$ cat config.mk
export PLATFORM = sky130hd
export DESIGN_NAME = memory_access_unit
export DESIGN_NICKNAME = d
export VERILOG_FILES = /design/src/rtl/memory_access_unit.sv
export SDC_FILE = /design/constraint.sdc
export NUM_CORES = 1
export LEC_CHECK = 0
export ABC_AREA = 1
export ABC_CLOCK_PERIOD_IN_PS = 2200
export BUFFER_PORTS_ARGS = -buffer_cell sky130_fd_sc_hd__buf_2
export CAP_MARGIN = 20
export CORE_AREA = 2 2 167 136
export DETAILED_ROUTE_END_ITERATION = 10
export DIE_AREA = 0 0 169 138
export GPL_ROUTABILITY_DRIVEN = 0
export HOLD_SLACK_MARGIN = 0.02
export PLACE_DENSITY = 0.48
export RECOVER_POWER = 25
export SYNTH_ARGS = -nofsm -noshare
export SYNTH_HDL_FRONTEND = slang
export SYNTH_SLANG_ARGS = --single-unit
$ cat constraint.sdc
create_clock -name clk -period 2.2 [get_ports clk]
set_input_delay 0.44 -clock clk [delete_from_list [all_inputs] [get_ports clk]]
set_output_delay 0.44 -clock clk [all_outputs]
set_load 0.05 [all_outputs]
$ cat src/rtl/memory_access_unit.sv
// ---------------------------------------------------------------------------
// memory_access_unit
//
// Purpose:
//   Memory-stage bus master for a pipelined core. It turns a load or store
//   sitting in the execute-to-memory register into a single request on a
//   simple req/ack memory bus. It stalls the upstream pipeline while the
//   access is in flight and extends the returned load lane. If no ack arrives
//   within TIMEOUT cycles, it aborts the access.
//
// Ports:
//   clk, rst            - clock; synchronous active-high reset
//   MemWriteM           - store request
//   ResultSrcM          - 2'b01 marks a load
//   AddressingControlM  - width/sign: 000 B, 001 H, 010 W, 100 BU, 101 HU
//   ALUResultM          - byte address
//   WriteDataM          - right-justified store data
//   StallExt            - another hazard is holding the pipeline
//   mem_req/mem_we      - registered bus request and direction
//   mem_addr/mem_be     - registered word address and byte enables
//   mem_wdata           - registered lane-replicated store data
//   mem_ack/mem_rdata   - one-cycle completion strobe and read word
//   StallM              - combinational stall to upstream pipeline registers
//   ReadDataM           - extended load result
//   MisalignM           - combinational misaligned-access flag
//   BusErrM             - one-cycle pulse when an access times out
// ---------------------------------------------------------------------------
module memory_access_unit #(
  parameter int unsigned TIMEOUT = 255
) (
  input  logic        clk,
  input  logic        rst,
  input  logic        MemWriteM,
  input  logic [1:0]  ResultSrcM,
  input  logic [2:0]  AddressingControlM,
  input  logic [31:0] ALUResultM,
  input  logic [31:0] WriteDataM,
  input  logic        StallExt,
  output logic        mem_req,
  output logic        mem_we,
  output logic [31:0] mem_addr,
  output logic [3:0]  mem_be,
  output logic [31:0] mem_wdata,
  input  logic        mem_ack,
  input  logic [31:0] mem_rdata,
  output logic        StallM,
  output logic [31:0] ReadDataM,
  output logic        MisalignM,
  output logic        BusErrM
);

  typedef enum logic [1:0] {IDLE, BUSY, DONE} state_t;

  localparam logic [7:0] LastCount = 8'(TIMEOUT - 1);

  state_t      r_state;
  logic [7:0]  r_count;
  logic        r_req;
  logic        r_we;
  logic [31:0] r_addr;
  logic [3:0]  r_be;
  logic [31:0] r_wdata;
  logic [31:0] r_readData;
  logic        r_busErr;
  logic [2:0]  r_ctrl;
  logic [1:0]  r_offset;

  logic        w_access;
  logic        w_misalign;
  logic [1:0]  w_offset;
  logic [3:0]  w_be;
  logic [31:0] w_wdata;
  logic [31:0] w_lane;
  logic [31:0] w_loadValue;

  // A store wins over a load when both are flagged, so direction is simply
  // MemWriteM; any other instruction is not a memory access at all.
  assign w_access = MemWriteM | (ResultSrcM == 2'b01);
  assign w_offset = ALUResultM[1:0];

  // Decode the width into byte enables, replicated store data and the
  // misalignment check. Loads reuse the same enable pattern so the memory
  // side can ignore width entirely.
  always_comb begin
    w_misalign = 1'b0;
    w_be       = 4'b1111;
    w_wdata    = WriteDataM;
    case (AddressingControlM[1:0])
      2'b00: begin
        w_be    = 4'b0001 << w_offset;
        w_wdata = {4{WriteDataM[7:0]}};
      end
      2'b01: begin
        w_misalign = w_offset[0];
        w_be       = w_offset[1] ? 4'b1100 : 4'b0011;
        w_wdata    = {2{WriteDataM[15:0]}};
      end
      default: begin
        w_misalign = (w_offset != 2'b00);
      end
    endcase
  end

  // Pick the addressed lane out of the returned word and extend it. The
  // width, sign and offset come from copies taken at request time, so the
  // result does not depend on what the pipeline presents during BUSY.
  always_comb begin
    w_lane      = mem_rdata >> {r_offset, 3'b000};
    w_loadValue = w_lane;
    case (r_ctrl)
      3'b000:  w_loadValue = {{24{w_lane[7]}}, w_lane[7:0]};
      3'b001:  w_loadValue = {{16{w_lane[15]}}, w_lane[15:0]};
      3'b100:  w_loadValue = {24'd0, w_lane[7:0]};
      3'b101:  w_loadValue = {16'd0, w_lane[15:0]};
      default: w_loadValue = w_lane;
    endcase
  end

  // Main controller. The request is launched on the IDLE->BUSY edge and the
  // bus outputs are frozen until the ack or the timeout retires it. An ack
  // in the same cycle as the last allowed count still completes normally.
  // DONE gives the pipeline one unstalled cycle to move the instruction on,
  // and it lingers there while something else holds the pipeline.
  always_ff @(posedge clk) begin
    if (rst) begin
      r_state    <= IDLE;
      r_count    <= 8'd0;
      r_req      <= 1'b0;
      r_we       <= 1'b0;
      r_addr     <= 32'd0;
      r_be       <= 4'd0;
      r_wdata    <= 32'd0;
      r_readData <= 32'd0;
      r_busErr   <= 1'b0;
      r_ctrl     <= 3'd0;
      r_offset   <= 2'd0;
    end else begin
      r_busErr <= 1'b0;
      case (r_state)
        IDLE: begin
          if (w_access && !w_misalign) begin
            r_state  <= BUSY;
            r_count  <= 8'd0;
            r_req    <= 1'b1;
            r_we     <= MemWriteM;
            r_addr   <= {ALUResultM[31:2], 2'b00};
            r_be     <= w_be;
            r_wdata  <= w_wdata;
            r_ctrl   <= AddressingControlM;
            r_offset <= w_offset;
          end
        end
        BUSY: begin
          if (mem_ack) begin
            r_state <= DONE;
            r_req   <= 1'b0;
            if (!r_we) r_readData <= w_loadValue;
          end else if (r_count == LastCount) begin
            r_state  <= DONE;
            r_req    <= 1'b0;
            r_busErr <= 1'b1;
            if (!r_we) r_readData <= 32'd0;
          end else begin
            r_count <= r_count + 8'd1;
          end
        end
        DONE: begin
          if (!StallExt) r_state <= IDLE;
        end
        default: r_state <= IDLE;
      endcase
    end
  end

  // The stall covers the presenting cycle in IDLE and all of BUSY. A
  // misaligned access never stalls; it only raises the flag and reads as zero.
  assign StallM    = ((r_state == IDLE) && w_access && !w_misalign) || (r_state == BUSY);
  assign MisalignM = (r_state == IDLE) && w_access && w_misalign;
  assign ReadDataM = MisalignM ? 32'd0 : r_readData;

  assign mem_req   = r_req;
  assign mem_we    = r_we;
  assign mem_addr  = r_addr;
  assign mem_be    = r_be;
  assign mem_wdata = r_wdata;
  assign BusErrM   = r_busErr;

endmodule

==> flow_metrics.tcl, run 1 <==
set metrics [dict create \
    switching_share_pct 34.6 \
    ios 211 \
    ys_seq_area_share_pct 40.3 \
    status "completed" \
    endpoint_kind "output port" \
    p_per_area_nw_per_um2 904 \
    critical_path.cell_chain "nor2_2 -> nand2_1 -> nor2_2 -> buf_12 -> nor2_1 -> buf_2" \
    finalSetupViolCount 0 \
    rows 49 \
    die_h_um 138 \
    cpPeakStageDelay_ns 0.33 \
    p_leak_nw 3.58 \
    yosysWarnings 0 \
    finalHoldViolCount 0 \
    drt-wirelength-per-cell_um 14.4 \
    netlist_instances 864 \
    cts_tree "built" \
    ant_nets 0 \
    antenna_found_initial 1 \
    synth_xor_area_share_pct 0.152 \
    synth_top_family_by_area "simple AND/OR/NAND/NOR gates" \
    power_frac_clock_pct 43.4 \
    critical_path.max_fanout 33 \
    cts-root-buf "clkbuf_16" \
    hold_class "primary input to register" \
    arrival_ns 1.62 \
    dr.first_iter.drc_count 399 \
    worst_slew_pin_slew_ns 0.828 \
    synth_flop_cell "dfxtp_1" \
    tns_ns 0 \
    cp_top_family "simple AND/OR/NAND/NOR gates" \
    routed_wl_mm 19.3 \
    vias 6036 \
    crit_buf_inv 2 \
    synth.distinct_cells 32 \
    post_cts_buffers 0 \
    yosys.area_share.adder_pct 0.434 \
    synth_edf_count 0 \
    clockBufferDepth 2 \
    finClkSkew_ns 0.00947 \
    synth_top_area_share_pct 40.3 \
    max_freq_mhz 485 \
    fillers 2480 \
    finalCritPeriodShare_pct 93.7 \
    cts.clk_slew.worst_paths_ns 0.06 \
    dpl.hpwl_mm 13.8 \
    fp.dieW_um 169 \
    synth_compound_area_share_pct 16.9 \
    synth_area_leaders "dfxtp_1, nand2_1, nor2_1" \
    switchingPower_mw 2.36 \
    yosys.area_share.simple_pct 30.7 \
    final-max-slew-violation-count 0 \
    vias_per_cell 4.49 \
    fp.dieArea_um2 23300 \
    total_power_mw 6.81 \
    synth_mux_area_share_pct 0 \
    first_pass_iters 5 \
    seqPwrFrac_pct 34.2 \
    cp.required_ns 1.76 \
    cts_made_buffers 17 \
    finalNetCount 1158 \
    syn_area_um2 5770 \
    rsz0062_at_grt "no" \
    async_reset_ff_share_pct 0 \
    combPwrFrac_pct 22.4 \
    maxCapViolations 0 \
    fin_crit_ns 2.06 \
    dp.cells 1311 \
    grt_max_degree 42 \
    grt_usage_pct 16.7 \
    insertion_delay_ns 0.42 \
    start_util_pct 26.3 \
    synth_seq_cells 116 \
    ys_top_cells_by_count "nand2_1, nor2_1, dfxtp_1" \
    vdd_drop_max_uv 443 \
    slew_headroom_pct 44.8 \
    grt_pass1_vias 5755 \
    final_util_pct 34.3 \
    crit_type "register to output port" \
    yosysMostFrequentCell "nand2_1" \
    drive_above_1_share_pct 26.5 \
    grt_pass1_wl_mm 30.7 \
    synth_area_leader_cell "dfxtp_1" \
    core-area_um2 21900 \
    fin_cells 1344 \
    cp_common_cell "nor2_2" \
    syn_avg_cell_area_um2 6.68 \
    crit_path_start_kind "register" \
    io_buffers 208 \
    htreeDepth 4 \
    p_int_mw 4.46 \
    clock_sinks 116 \
    crit_slowest_cell "dfxtp_1" \
    grt_overflow 0 \
    drc 0 \
    areaGrowthSynthToFinish_pct 30.7 \
]
-- power by group through the flow --
stage               Combinational (mW)  Sequential, mW  Clock, mW
floorplan                        0.758            2.76          0
global placement                  1.55            2.38          0
detailed placement                1.55            2.38          0
CTS                               1.56            2.33       3.02
global route                      1.67            2.35       3.12
finish                            1.52            2.33       2.96
-- metrics by stage --
stage	setup WS, ns	area (µm²)	hold WS (ns)
2_1_floorplan	-0.00751	5770	0.439
5_1_grt	0.00843	7530	0.255
4_1_cts	0.0134	7570	0.239
3_5_place_dp	0.220	6950	0.429
3_3_place_gp	0.249	6950	0.427
6_report	0.139	7540	0.252
-- layer usage --
layer,vias up,global-route usage [%],routed length [µm]
met5,-,0,0
met4,0,4.72,240
met2,171,25.0,8340
met1,2712,22.4,9200
li1,3132,-,-
met3,21,6.21,1510
-- final cells by class --
class                      instances  area, µm²  area share [%]
timing repair buffer             226       1200            15.9
antenna                            1       2.50          0.0332
sequential                       116       2320            30.8
multi-input combinational        620       2790            37.0
clock buffer                      17        425            5.64
tap                              280        350            4.65
clock inverter                    15        191            2.54
inverter                          69        264            3.50
-- state kept, by name, indices dropped and copies added, names as in the netlist --
register,cells
BusErrM,1
mem_addr,30
mem_be,4
mem_req,1
mem_wdata,32
mem_we,1
r_count,8
r_ctrl,3
r_offset,2
r_readData,32
r_state,2
-- placed cells by master, fill, tap and decap left out, types with 2 or more instances in the layout --
master | synthesis | final
nor2_2 | 4 | 5
buf_2 | 16 | 207
clkbuf_16 | 0 | 17
nor2_1 | 124 | 123
nand2_2 | 6 | 5
inv_6 | 0 | 8
o21ai_1 | 14 | 6
inv_1 | 61 | 60
clkinv_4 | 0 | 3
clkinv_2 | 1 | 2
o21ai_0 | 85 | 93
ha_1 | 2 | 2
buf_4 | 7 | 14
nand2_1 | 227 | 228
dfxtp_1 | 116 | 116
bufinv_16 | 0 | 3
nand3_1 | 53 | 53
inv_2 | 4 | 5
a21oi_1 | 84 | 84
nand3_4 | 4 | 4
clkbuf_2 | 0 | 3
conb_1 | 1 | 2
o211ai_1 | 7 | 7
buf_12 | 0 | 2
-- worst min-delay path: cells and delay by family --
kind	cells	cell delay, ns
compound gates	1	0.05
simple gates	1	0.07
buf+inv	1	0.07
-- path summary, 6_finish.rpt --
path,to,startpoint,depth (start not counted),slack (ns)
worst max-delay path,ReadDataM[2],r_state[0],6,0.14
worst max register to register,mem_wdata[13],r_state[0],6,0.33
worst min-delay path,mem_addr[6],ALUResultM[6],3,0.25
worst min register to register,mem_wdata[7],mem_wdata[7],2,0.44
-- kinds of logic (layout without fill, tap and decap cells) --
kind of cell / after synthesis / after routing
and+or+nand+nor: 424 / 424
AOI/OAI and AO/OA: 191 / 191
buffers and inverters: 129 / 327
DFF: 116 / 116
adders and majority gates: 2 / 2
other: 1 / 3
xor gates and xnor gates: 1 / 1
-- what timing repair did --
action / 4_1_cts / 5_1_grt
cloned: 0 / 0
endpoints found under the setup margin: 1 / 33
hold endpoints to repair: 0 / 0
hold buffers: 0 / 0
resized for setup: 1 / 1
No activity file was read; power rests on OpenSTA's default activity.
==> inputs of run 2 (changes only) <==
Settings changed: ABC_AREA 1 to not set, CORE_AREA 2 2 167 136 to 2 2 161 131, DIE_AREA 0 0 169 138 to 0 0 163 133, PLACE_DENSITY 0.48 to 0.49.
==> run 2 against run 1 <==
Against the previous run: total power down 9.4%; critical path depth unchanged; global-route usage down 0.90 points; routed wire length down 12%; core utilization up 1.7 points; sequential power about the same; design area down 3.0%; largest power group unchanged; highest routed layer unchanged.
==> flow_metrics.tcl, run 2 <==
set metrics [dict create \
    vdd_drop_max_uv 411 \
    cts_made_buffers 17 \
    rows 47 \
    switchingPower_mw 1.92 \
    hold_class "primary input to register" \
    fp.dieW_um 163 \
    finalHoldViolCount 0 \
    start_util_pct 26.4 \
    syn_avg_cell_area_um2 8.42 \
    io_buffers 208 \
    maxCapViolations 0 \
    finalNetCount 938 \
    routed_wl_mm 17.0 \
    finalSetupViolCount 0 \
    synth.distinct_cells 56 \
    drive_above_1_share_pct 29.4 \
    status "completed" \
    synth_flop_cell "dfxtp_1" \
    rsz0062_at_grt "no" \
    critical_path.max_fanout 33 \
    yosysWarnings 0 \
    cts.clk_slew.worst_paths_ns 0.06 \
    synth_compound_area_share_pct 21.2 \
    cp_top_family "simple AND/OR/NAND/NOR gates" \
    synth_seq_cells 116 \
    crit_slowest_cell "dfxtp_2" \
    crit_buf_inv 2 \
    ios 211 \
    die_h_um 133 \
    crit_path_start_kind "register" \
    max_freq_mhz 476 \
    cts-root-buf "clkbuf_16" \
    drt-wirelength-per-cell_um 15.3 \
    grt_pass1_wl_mm 26.5 \
    ys_seq_area_share_pct 43.4 \
    core-area_um2 20300 \
    worst_slew_pin_slew_ns 0.937 \
    insertion_delay_ns 0.41 \
    synth_xor_area_share_pct 0.819 \
    grt_usage_pct 15.8 \
    p_int_mw 4.26 \
    vias_per_cell 4.59 \
    postPlaceCellArea_um2 6710 \
    synth_top_family_by_area "simple AND/OR/NAND/NOR gates" \
    netlist_instances 635 \
    reg2reg_slack_ns 0.24 \
    drc 0 \
    slew_headroom_pct 37.6 \
    final-max-slew-violation-count 0 \
    grt_max_degree 59 \
    switching_share_pct 31.1 \
    syn_area_um2 5350 \
    arrival_ns 1.66 \
    critical_path.cell_chain "nor2_4 -> o21a_1 -> nand2_1 -> buf_12 -> and2_1 -> buf_4" \
    dr.first_iter.drc_count 349 \
    crit_type "register to output port" \
    fp.dieArea_um2 21700 \
    synth_mux_area_share_pct 6.60 \
    yosys.area_share.simple_pct 22.4 \
    grt_overflow 0 \
    postCtsHoldBufs 0 \
    vias 5112 \
    async_reset_ff_share_pct 0 \
    power_frac_clock_pct 42.7 \
    fin_crit_ns 2.10 \
    ys_top_cells_by_count "nand2_1, dfxtp_1, a21oi_1" \
    antenna_found_initial 1 \
    p_leak_nw 3.16 \
    first_pass_iters 5 \
    final_area_um2 7310 \
    cpPeakStageDelay_ns 0.34 \
    ant_nets 0 \
    yosysMostFrequentCell "nand2_1" \
    grt_pass1_vias 4854 \
    clock_sinks 116 \
    areaGrowthSynthToFinish_pct 36.7 \
    p_per_area_nw_per_um2 845 \
    synth_edf_count 0 \
    clockBufferDepth 2 \
    seqPwrFrac_pct 37.2 \
    dpl.hpwl_mm 12.2 \
    yosys.area_share.adder_pct 0.468 \
    synth_area_leaders "dfxtp_1, nand2_1, a21oi_1" \
    tns_ns 0 \
    combPwrFrac_pct 20.1 \
    finalCritPeriodShare_pct 95.5 \
    cts_tree "built" \
    synth_area_leader_cell "dfxtp_1" \
    endpoint_kind "output port" \
    htreeDepth 4 \
    layout_commonest_cell "buf_2" \
    finClkSkew_ns 0.00623 \
    cp.required_ns 1.76 \
    synth_top_area_share_pct 43.4 \
    final_cell_mix "buf_2, nand2_1, dfxtp_1" \
]
run 2: worst paths after layout:
path              depth (start not counted)           start           end
setup / recovery                          6      r_state[0]  ReadDataM[9]
hold / removal                            3  ALUResultM[25]  mem_addr[25]
setup reg to reg                          6      r_state[0]  mem_wdata[9]
hold reg to reg                           2    mem_addr[25]  mem_addr[25]
run 2: final cells by class:
class | instances | area, µm²
flip-flops and latches | 116 | 2320
clock inverters | 10 | 80.1
diodes | 1 | 2.50
well taps | 269 | 337
repair buffers | 227 | 1270
fillers | 2171 | 13000
inverters | 4 | 15.0
clock buffers | 22 | 484
multi-input cells | 464 | 2790
run 2: power groups by stage:
stage	clock, mW	sequential (mW)	combinational [mW]
finish	2.63	2.30	1.24
global placement	0	2.34	1.26
global route	2.81	2.31	1.35
CTS	2.70	2.30	1.26
detailed placement	0	2.34	1.26
floorplan	0	2.64	0.558
run 2: repair_timing:
item                                    4_1_cts  5_1_grt
resized for setup                             0       65
endpoints found under the setup margin        0       33
buffers inserted                              0        0
run 2: worst min-delay path, cell delays in order:
cell	delay, ns
buf_2	0.09
nand2_1	0.04
a21oi_1	0.05
run 2: stage by stage:
step	worst slack, ns	std cells	hold WS [ns]	total power [mW]	util [%]
after floorplan	0.165	636	0.424	3.20	-
after global placement	0.206	1080	0.439	3.60	33.1
after detailed placement	0.180	1080	0.443	3.60	33.1
after CTS	0.00451	1112	0.240	6.26	35.9
after global routing	0.00717	1112	0.250	6.47	36.0
final	0.0992	1113	0.257	6.17	36.0
run 2: cells by family after synthesis:
logic type / count (synthesis)
compound gates: 169
buf+inv: 56
other cells: 1
xor+xnor: 5
mux: 34
fa+ha+maj: 2
flops: 116
simple gates: 252
run 2: per-layer routing:
layer  share of wire (%)  up-vias  GRT usage, %  routed length, µm
li1                    -     2619             -                  -
met1                  49     2332          22.1               8370
met2                  43      147          22.7               7310
met3                 6.5       14          5.49               1100
met4                 1.2        0          4.62                197
met5                   0        -             0                  0
